File: config.mk
export PLATFORM = sky130hd
export DESIGN_NAME = rom_burst_arbiter_flat
export DESIGN_NICKNAME = d
export VERILOG_FILES = /design/src/rtl/rom_burst_arbiter_if.sv /design/src/rtl/rom_burst_arbiter.sv /design/src/flat_wrapper.sv
export SDC_FILE = /design/constraint.sdc
export NUM_CORES = 1
export LEC_CHECK = 0
export ABC_AREA = 1
export CAP_MARGIN = 20
export CORE_UTILIZATION = 35
export DETAILED_ROUTE_END_ITERATION = 6
export MAX_ROUTING_LAYER = met4
export PLACE_DENSITY = 0.7
export SYNTH_ARGS = -nofsm -noshare
export SYNTH_HDL_FRONTEND = slang
export SYNTH_SLANG_ARGS = --single-unit
File: constraint.sdc
create_clock -name clk -period 1.3 [get_ports clk]
set_input_delay 0.39 -clock clk [delete_from_list [all_inputs] [get_ports clk]]
set_output_delay 0.39 -clock clk [all_outputs]
set_load 0.01 [all_outputs]
File: src/rtl/rom_burst_arbiter_if.sv
// Request/response bus between NREQ requesters and the ROM burst arbiter.
// Requester i owns the slices [i*AW +: AW] of req_addr and [i*LENW +: LENW]
// of req_len. rsp_data and rsp_last are shared by all requesters, and the
// one-hot rsp_valid says which requester owns the word.
interface rom_burst_arbiter_if #(
  parameter int NREQ = 2,
  parameter int AW   = 4,
  parameter int DW   = 8,
  parameter int LENW = 2
) ();

  logic [NREQ-1:0]      req_valid;
  logic [NREQ*AW-1:0]   req_addr;
  logic [NREQ*LENW-1:0] req_len;
  logic [NREQ-1:0]      req_ready;
  logic [NREQ-1:0]      rsp_valid;
  logic [DW-1:0]        rsp_data;
  logic                 rsp_last;

  // Arbiter side
  modport slave (
    input  req_valid,
    input  req_addr,
    input  req_len,
    output req_ready,
    output rsp_valid,
    output rsp_data,
    output rsp_last
  );

  // Requester side
  modport master (
    output req_valid,
    output req_addr,
    output req_len,
    input  req_ready,
    input  rsp_valid,
    input  rsp_data,
    input  rsp_last
  );

endinterface

File: src/rtl/rom_burst_arbiter.sv
// Round-robin arbiter and burst sequencer that shares one asynchronous-read
// ROM among NREQ requesters. A winner is picked in IDLE and acknowledged
// combinationally with req_ready. The burst is then read one word per cycle,
// and each word is registered before it goes to the owner. The ROM enable is
// low outside READ, so the ROM output floats whenever no burst is active.
module rom_burst_arbiter #(
  parameter int NREQ = 2,
  parameter int AW   = 4,
  parameter int DW   = 8,
  parameter int LENW = 2
) (
  input  logic                  clk,
  input  logic                  rst_n,
  rom_burst_arbiter_if.slave    bus,
  output logic                  rom_en,
  output logic [AW-1:0]         rom_addr,
  input  logic [DW-1:0]         rom_data,
  output logic                  busy
);

  localparam int PW = (NREQ > 1) ? $clog2(NREQ) : 1;

  typedef enum logic {
    IDLE = 1'b0,
    READ = 1'b1
  } state_t;

  state_t          state_q, state_d;
  logic [PW-1:0]   rr_ptr_q, rr_ptr_d;
  logic [PW-1:0]   owner_q, owner_d;
  logic [AW-1:0]   cur_addr_q, cur_addr_d;
  logic [LENW-1:0] remaining_q, remaining_d;
  logic [NREQ-1:0] rsp_valid_q, rsp_valid_d;
  logic [DW-1:0]   rsp_data_q, rsp_data_d;
  logic            rsp_last_q, rsp_last_d;

  logic            grant_any;
  logic [PW-1:0]   grant_idx;
  logic            accept;
  logic [NREQ-1:0] grant_vec;

  // Round-robin scan: start one past the last winner and take the first
  // pending request, wrapping at NREQ (NREQ need not be a power of two).
  always_comb begin : arb_scan
    int idx;
    grant_any = 1'b0;
    grant_idx = '0;
    idx       = 0;
    for (int k = 1; k <= NREQ; k++) begin
      idx = int'(rr_ptr_q) + k;
      if (idx >= NREQ) begin
        idx = idx - NREQ;
      end
      if (!grant_any && bus.req_valid[idx]) begin
        grant_any = 1'b1;
        grant_idx = PW'(idx);
      end
    end
  end

  // Decode the winner into the ready strobe. Only IDLE accepts, and the
  // strobe is gated by rst_n so nothing can transfer while reset is held.
  always_comb begin
    accept    = (state_q == IDLE) && grant_any;
    grant_vec = '0;
    for (int i = 0; i < NREQ; i++) begin
      grant_vec[i] = accept && (grant_idx == PW'(i));
    end
  end

  assign bus.req_ready = grant_vec & {NREQ{rst_n}};

  // ROM drive: enable and address are active only while a burst is reading,
  // so the address bus rests at zero when idle.
  assign rom_en   = (state_q == READ);
  assign rom_addr = (state_q == READ) ? cur_addr_q : '0;
  assign busy     = (state_q == READ);

  assign bus.rsp_valid = rsp_valid_q;
  assign bus.rsp_data  = rsp_data_q;
  assign bus.rsp_last  = rsp_last_q;

  // Next-state logic: latch the request on acceptance, then walk the burst.
  // Each READ cycle registers the word the ROM presents for cur_addr.
  always_comb begin
    state_d     = state_q;
    rr_ptr_d    = rr_ptr_q;
    owner_d     = owner_q;
    cur_addr_d  = cur_addr_q;
    remaining_d = remaining_q;
    rsp_valid_d = '0;
    rsp_data_d  = rsp_data_q;
    rsp_last_d  = 1'b0;

    case (state_q)
      IDLE: begin
        if (accept) begin
          cur_addr_d  = bus.req_addr[int'(grant_idx)*AW +: AW];
          remaining_d = bus.req_len[int'(grant_idx)*LENW +: LENW];
          owner_d     = grant_idx;
          rr_ptr_d    = grant_idx;
          state_d     = READ;
        end
      end

      READ: begin
        rsp_data_d = rom_data;
        for (int i = 0; i < NREQ; i++) begin
          rsp_valid_d[i] = (owner_q == PW'(i));
        end
        rsp_last_d = (remaining_q == '0);
        if (remaining_q != '0) begin
          // Address wraps naturally at 2^AW.
          cur_addr_d  = cur_addr_q + AW'(1);
          remaining_d = remaining_q - LENW'(1);
        end else begin
          state_d = IDLE;
        end
      end

      default: begin
        state_d = IDLE;
      end
    endcase
  end

  // State and response registers. An asynchronous reset abandons any burst
  // in flight and clears the response outputs without issuing rsp_last.
  always_ff @(posedge clk or negedge rst_n) begin
    if (!rst_n) begin
      state_q     <= IDLE;
      rr_ptr_q    <= PW'(NREQ - 1);
      owner_q     <= '0;
      cur_addr_q  <= '0;
      remaining_q <= '0;
      rsp_valid_q <= '0;
      rsp_data_q  <= '0;
      rsp_last_q  <= 1'b0;
    end else begin
      state_q     <= state_d;
      rr_ptr_q    <= rr_ptr_d;
      owner_q     <= owner_d;
      cur_addr_q  <= cur_addr_d;
      remaining_q <= remaining_d;
      rsp_valid_q <= rsp_valid_d;
      rsp_data_q  <= rsp_data_d;
      rsp_last_q  <= rsp_last_d;
    end
  end

endmodule
File: src/flat_wrapper.sv
// flat-port wrapper written by rule: the top's interface ports become plain ports
module rom_burst_arbiter_flat 
#(
  parameter int NREQ = 2,
  parameter int AW   = 4,
  parameter int DW   = 8,
  parameter int LENW = 2
)
  (clk, rst_n, rom_en, rom_addr, rom_data, busy, bus_req_valid, bus_req_addr, bus_req_len, bus_req_ready, bus_rsp_valid, bus_rsp_data, bus_rsp_last);
  rom_burst_arbiter_if #(.NREQ(NREQ), .AW(AW), .DW(DW), .LENW(LENW)) bus_i ();
  input  logic clk;
  input  logic rst_n;
  output logic rom_en;
  output logic [AW-1:0] rom_addr;
  input  logic [DW-1:0] rom_data;
  output logic busy;
  input wire logic [$bits(bus_i.req_valid)-1:0] bus_req_valid;
  input wire logic [$bits(bus_i.req_addr)-1:0] bus_req_addr;
  input wire logic [$bits(bus_i.req_len)-1:0] bus_req_len;
  output wire logic [$bits(bus_i.req_ready)-1:0] bus_req_ready;
  output wire logic [$bits(bus_i.rsp_valid)-1:0] bus_rsp_valid;
  output wire logic [$bits(bus_i.rsp_data)-1:0] bus_rsp_data;
  output wire logic [$bits(bus_i.rsp_last)-1:0] bus_rsp_last;
  assign bus_i.req_valid = bus_req_valid;
  assign bus_i.req_addr = bus_req_addr;
  assign bus_i.req_len = bus_req_len;
  assign bus_req_ready = bus_i.req_ready;
  assign bus_rsp_valid = bus_i.rsp_valid;
  assign bus_rsp_data = bus_i.rsp_data;
  assign bus_rsp_last = bus_i.rsp_last;
  rom_burst_arbiter #(.NREQ(NREQ), .AW(AW), .DW(DW), .LENW(LENW)) u_core (.clk(clk), .rst_n(rst_n), .bus(bus_i), .rom_en(rom_en), .rom_addr(rom_addr), .rom_data(rom_data), .busy(busy));
endmodule
==> run metrics <==
average cell area after synthesis=roughly 7.6 um2; flip-flop cell with the highest count after synthesis=dfrtp_1; post-synthesis net count=163; number of nets in the layout=between 200 and 250; Core ar.=2810 um2; count of warnings emitted by yosys=0; beginning of the worst hold path=u_core.owner_q$_DFFE_PN0P_; top-area cell type share of the netlist area=0.455; insertion delay of the later-clocked pin in the worst-skew pair=0.29 ns; post-route cell area=approximately 1800 um2; Lkg Pwr=0.998 nW; skew final=0.00532 ns; fraction of the mapped netlist area in simple logic gates=0.355; worst hold path type=reg -> reg; CP endpoint kind=output pin; router iterations before antenna repair=6; count of inserted antenna diode cells=0; Bufs on Longest Clock Path=2; cell with the largest stage delay on the worst path=dfrtp_2; total clock sinks=20; unrepaired setup endpoints after global routing=true; Worst Tran Pin Value=~0.26 ns; placed cell count=roughly 230; Global Route Usage Sum=0.191; detailed-route wire length=approximately 2800 um; height of the die=between 50 and 60 um; per-cell via count in the routed design=between 4 and 5; DRC viols=10; adder and majority gate portion of the synthesized area=0.0239; most frequent cells after synthesis=nand2_1 (59), dfrtp_1 (19), inv_1 (14); antenna violations before repair=0; combined area of all synthesized cells=1050 um2; clock-pin slew reported for the worst setup and hold paths after clock tree synthesis=approximately 0.11 ns; startpoint of the worst register-to-register path=u_core.rr_ptr_q$_DFFE_PN1P_; layout overhead on the synthesized area=76.2%; combinational family with the most area after synthesis=simple AND/OR/NAND/NOR gates; CP Buf/Inv Count=3; final critical-path setup slack=-0.378 ns; clock period minus final worst setup slack=1.68 ns; Yosys top cell by area=dfrtp_1; full die area=3210 um2; via count of the first global-routing pass=1094; count of flip-flops with a built-in enable after synthesis=0; number of failing hold endpoints at the final stage=0; row cnt=19; number of different library cells in the post-synthesis netlist=19; number of violations reported at the end of detailed-routing iteration 0=65; share of cells above drive strength 1=0.420; failing checks=DRC, setup timing; area share of xor/xnor cells in the synthesized design=0; CP Max Fanout=3; total global routing overflow=0; normalized max-slew margin=0.829; peak clock frequency supported by timing=about 600 MHz; buffer type at the clock tree root=clkbuf_4; proportion of synthesized area in mux cells=0; fill count=between 200 and 250; compound-cell area share of the yosys netlist=0.0335; result of the run=finished with violations; remaining number of nets flagged by the antenna check after routing=0; RD Place Congestion=around 0.81; clock buffers created by TritonCTS=3; async set-or-reset flop fraction in the synthesized netlist=1.00; power per cell area=2090 nW/um2; starting utilization of the core area=0.373; Yosys reg bits=20; level count of the clock H-tree=1; non-filler cells in the finished layout=243; fraction of the yosys area taken by sequential cells=0.480; WL per Instance=11.3 um; critical path arrival=1.29 ns; sort of element at the start of the critical path=flop; count of input and output buffers=between 40 and 50; number of maximum-capacitance constraint violations=0; I/O pin total=43; family with the most delay on the worst path=flip-flops; total half-perimeter wirelength after legalization and detailed placement=between 1500 and 2000 um; cell-by-cell trace of the critical path=buf_6 > inv_8 > o21ai_4 > nor3_4 > buf_2; largest stage delay on the critical path=roughly 0.45 ns; number of failing setup endpoints in the final timing report=12; maximum number of pins on one net before global-route repair=21; Crit Path Category=reg -> out; CTS tree=done; post-synthesis cell count=137; Max rail drop VDD=approximately 0.9 mV; wire length of the first global-routing pass=roughly 4600 um; routed via count=between 1k and 1.5k; period utilization=1.29; required time at the endpoint of the critical path=between 0.9 and 1 ns; most area-consuming cells after synthesis=dfrtp_1 (45%), nand2_1 (21%), nand3_1 (5.3%), inv_1 (5.0%), nor2_1 (4.3%); overall die width=~57 um; start point of the critical path=u_core.busy$_DFF_PN0_; Final Max Slew Viols=0; dominant cell by count in the synthesized netlist=nand2_1; DP Area=roughly 1600 um2
## flip-flops by register name (all words and copies together) (netlist names)
name	flops
u_core.bus.rsp_data	8
u_core.bus.rsp_last	1
u_core.bus.rsp_valid	2
u_core.busy	1
u_core.cur_addr_q	4
u_core.owner_q	1
u_core.remaining_q	2
u_core.rr_ptr_q	1
## final timing paths
| path | to | cells past startpoint | slack (ns) |
|---|---|---|---|
| max reg2reg | u_core.cur_addr_q[3]$_DFFE_PN0P_ | 10 | -0.17 |
| max in group asynchronous | u_core.rr_ptr_q$_DFFE_PN1P_ | 2 | 0.55 |
| min in group asynchronous | u_core.cur_addr_q[1]$_DFFE_PN0P_ | 2 | 0.49 |
| min reg2reg | u_core.bus.rsp_valid[0]$_DFF_PN0_ | 1 | 0.46 |
| min | u_core.bus.rsp_valid[0]$_DFF_PN0_ | 1 | 0.46 |
| max | bus_req_ready[0] | 5 | -0.38 |
## cells by family (layout without fill, tap and decap cells)
logic type	count (synthesis)	after routing
simple gates	89	90
buf+inv	22	96
flops	20	20
compound gates	4	4
fa+ha+maj	2	2
## power breakdown
| part | switching [W] | leakage [nW] | internal, W | total (W) |
|---|---|---|---|---|
| Sequential | 0.000156 | 0.236 | 0.000918 | 0.00107 |
| Combinational | 0.00120 | 0.741 | 0.00123 | 0.00243 |
| Clock | 0.000182 | 0.0210 | 0.000170 | 0.000352 |
## worst reg2reg max path: stages, from the launching register on
cell     delay [ns]
dfstp_2        0.55
nand2_2        0.07
buf_4          0.13
buf_4          0.12
buf_4          0.13
buf_6          0.12
nand3_1        0.06
nand3_1        0.08
nand2_1        0.08
nand2_1        0.05
nand2_1        0.05
## layout make-up
cell class	instances	area (um2)	area share
multi-input combinational	96	544	0.295
sequential	20	503	0.273
tap	31	38.8	0.0210
clock buffer	4	36.3	0.0197
inverter	17	78.8	0.0428
timing repair buffer	75	642	0.348
## layer usage
layer  wire, um  GRT usage  share of wire
met5          0          -              0
met4         10     0.0321         0.0036
met3        178     0.0323          0.065
met2       1390      0.344           0.50
met1       1170      0.225           0.43
## through the flow
step / util / hold slack, ns / setup TNS, ns / worst slack, ns / power [W]
2_1_floorplan: - / 0.0944 / -0.213 / -0.114 / 0.00221
3_3_place_gp: 0.587 / 0.453 / -6.13 / -0.870 / 0.00311
3_5_place_dp: 0.587 / 0.450 / -6.43 / -0.915 / 0.00316
4_1_cts: 0.632 / 0.468 / -2.84 / -0.391 / 0.00365
5_1_grt: 0.657 / 0.478 / -3.63 / -0.452 / 0.00421
6_report: 0.657 / 0.463 / -2.89 / -0.378 / 0.00385
## cells in the final DEF (no fill, tap or decap)
cell type | synthesis | final
buf_8 | 0 | 1
inv_8 | 0 | 1
dlygate4sd2_1 | 0 | 2
nor2_2 | 0 | 1
nor2_4 | 0 | 1
clkbuf_4 | 0 | 3
nor3_4 | 0 | 1
clkdlybuf4s50_1 | 0 | 21
clkbuf_2 | 0 | 3
inv_2 | 2 | 4
buf_2 | 1 | 10
buf_4 | 1 | 25
inv_1 | 14 | 10
nor2_1 | 12 | 10
nand3_1 | 11 | 5
o21ai_4 | 0 | 1
nand2_4 | 1 | 7
a21oi_2 | 3 | 3
nand2_2 | 2 | 4
dfrtp_1 | 19 | 18
inv_4 | 1 | 1
nand3b_1 | 2 | 2
ha_1 | 2 | 2
dfrtp_2 | 0 | 1
inv_6 | 0 | 1
buf_6 | 3 | 13
clkbuf_8 | 0 | 1
nand2_1 | 59 | 52
dfstp_2 | 1 | 1
nand4_1 | 1 | 1
nand3_2 | 0 | 6
## timing repair
action                                  CTS  global route
pin swaps                                 8             6
resized for setup                        93            27
endpoints found under the setup margin   25            19
hold buffers                              0             0
cloned                                    1             0
hold endpoints to repair                  0             0
buffers inserted                         14             6
Note: power is estimated with default switching activity, not from simulation.
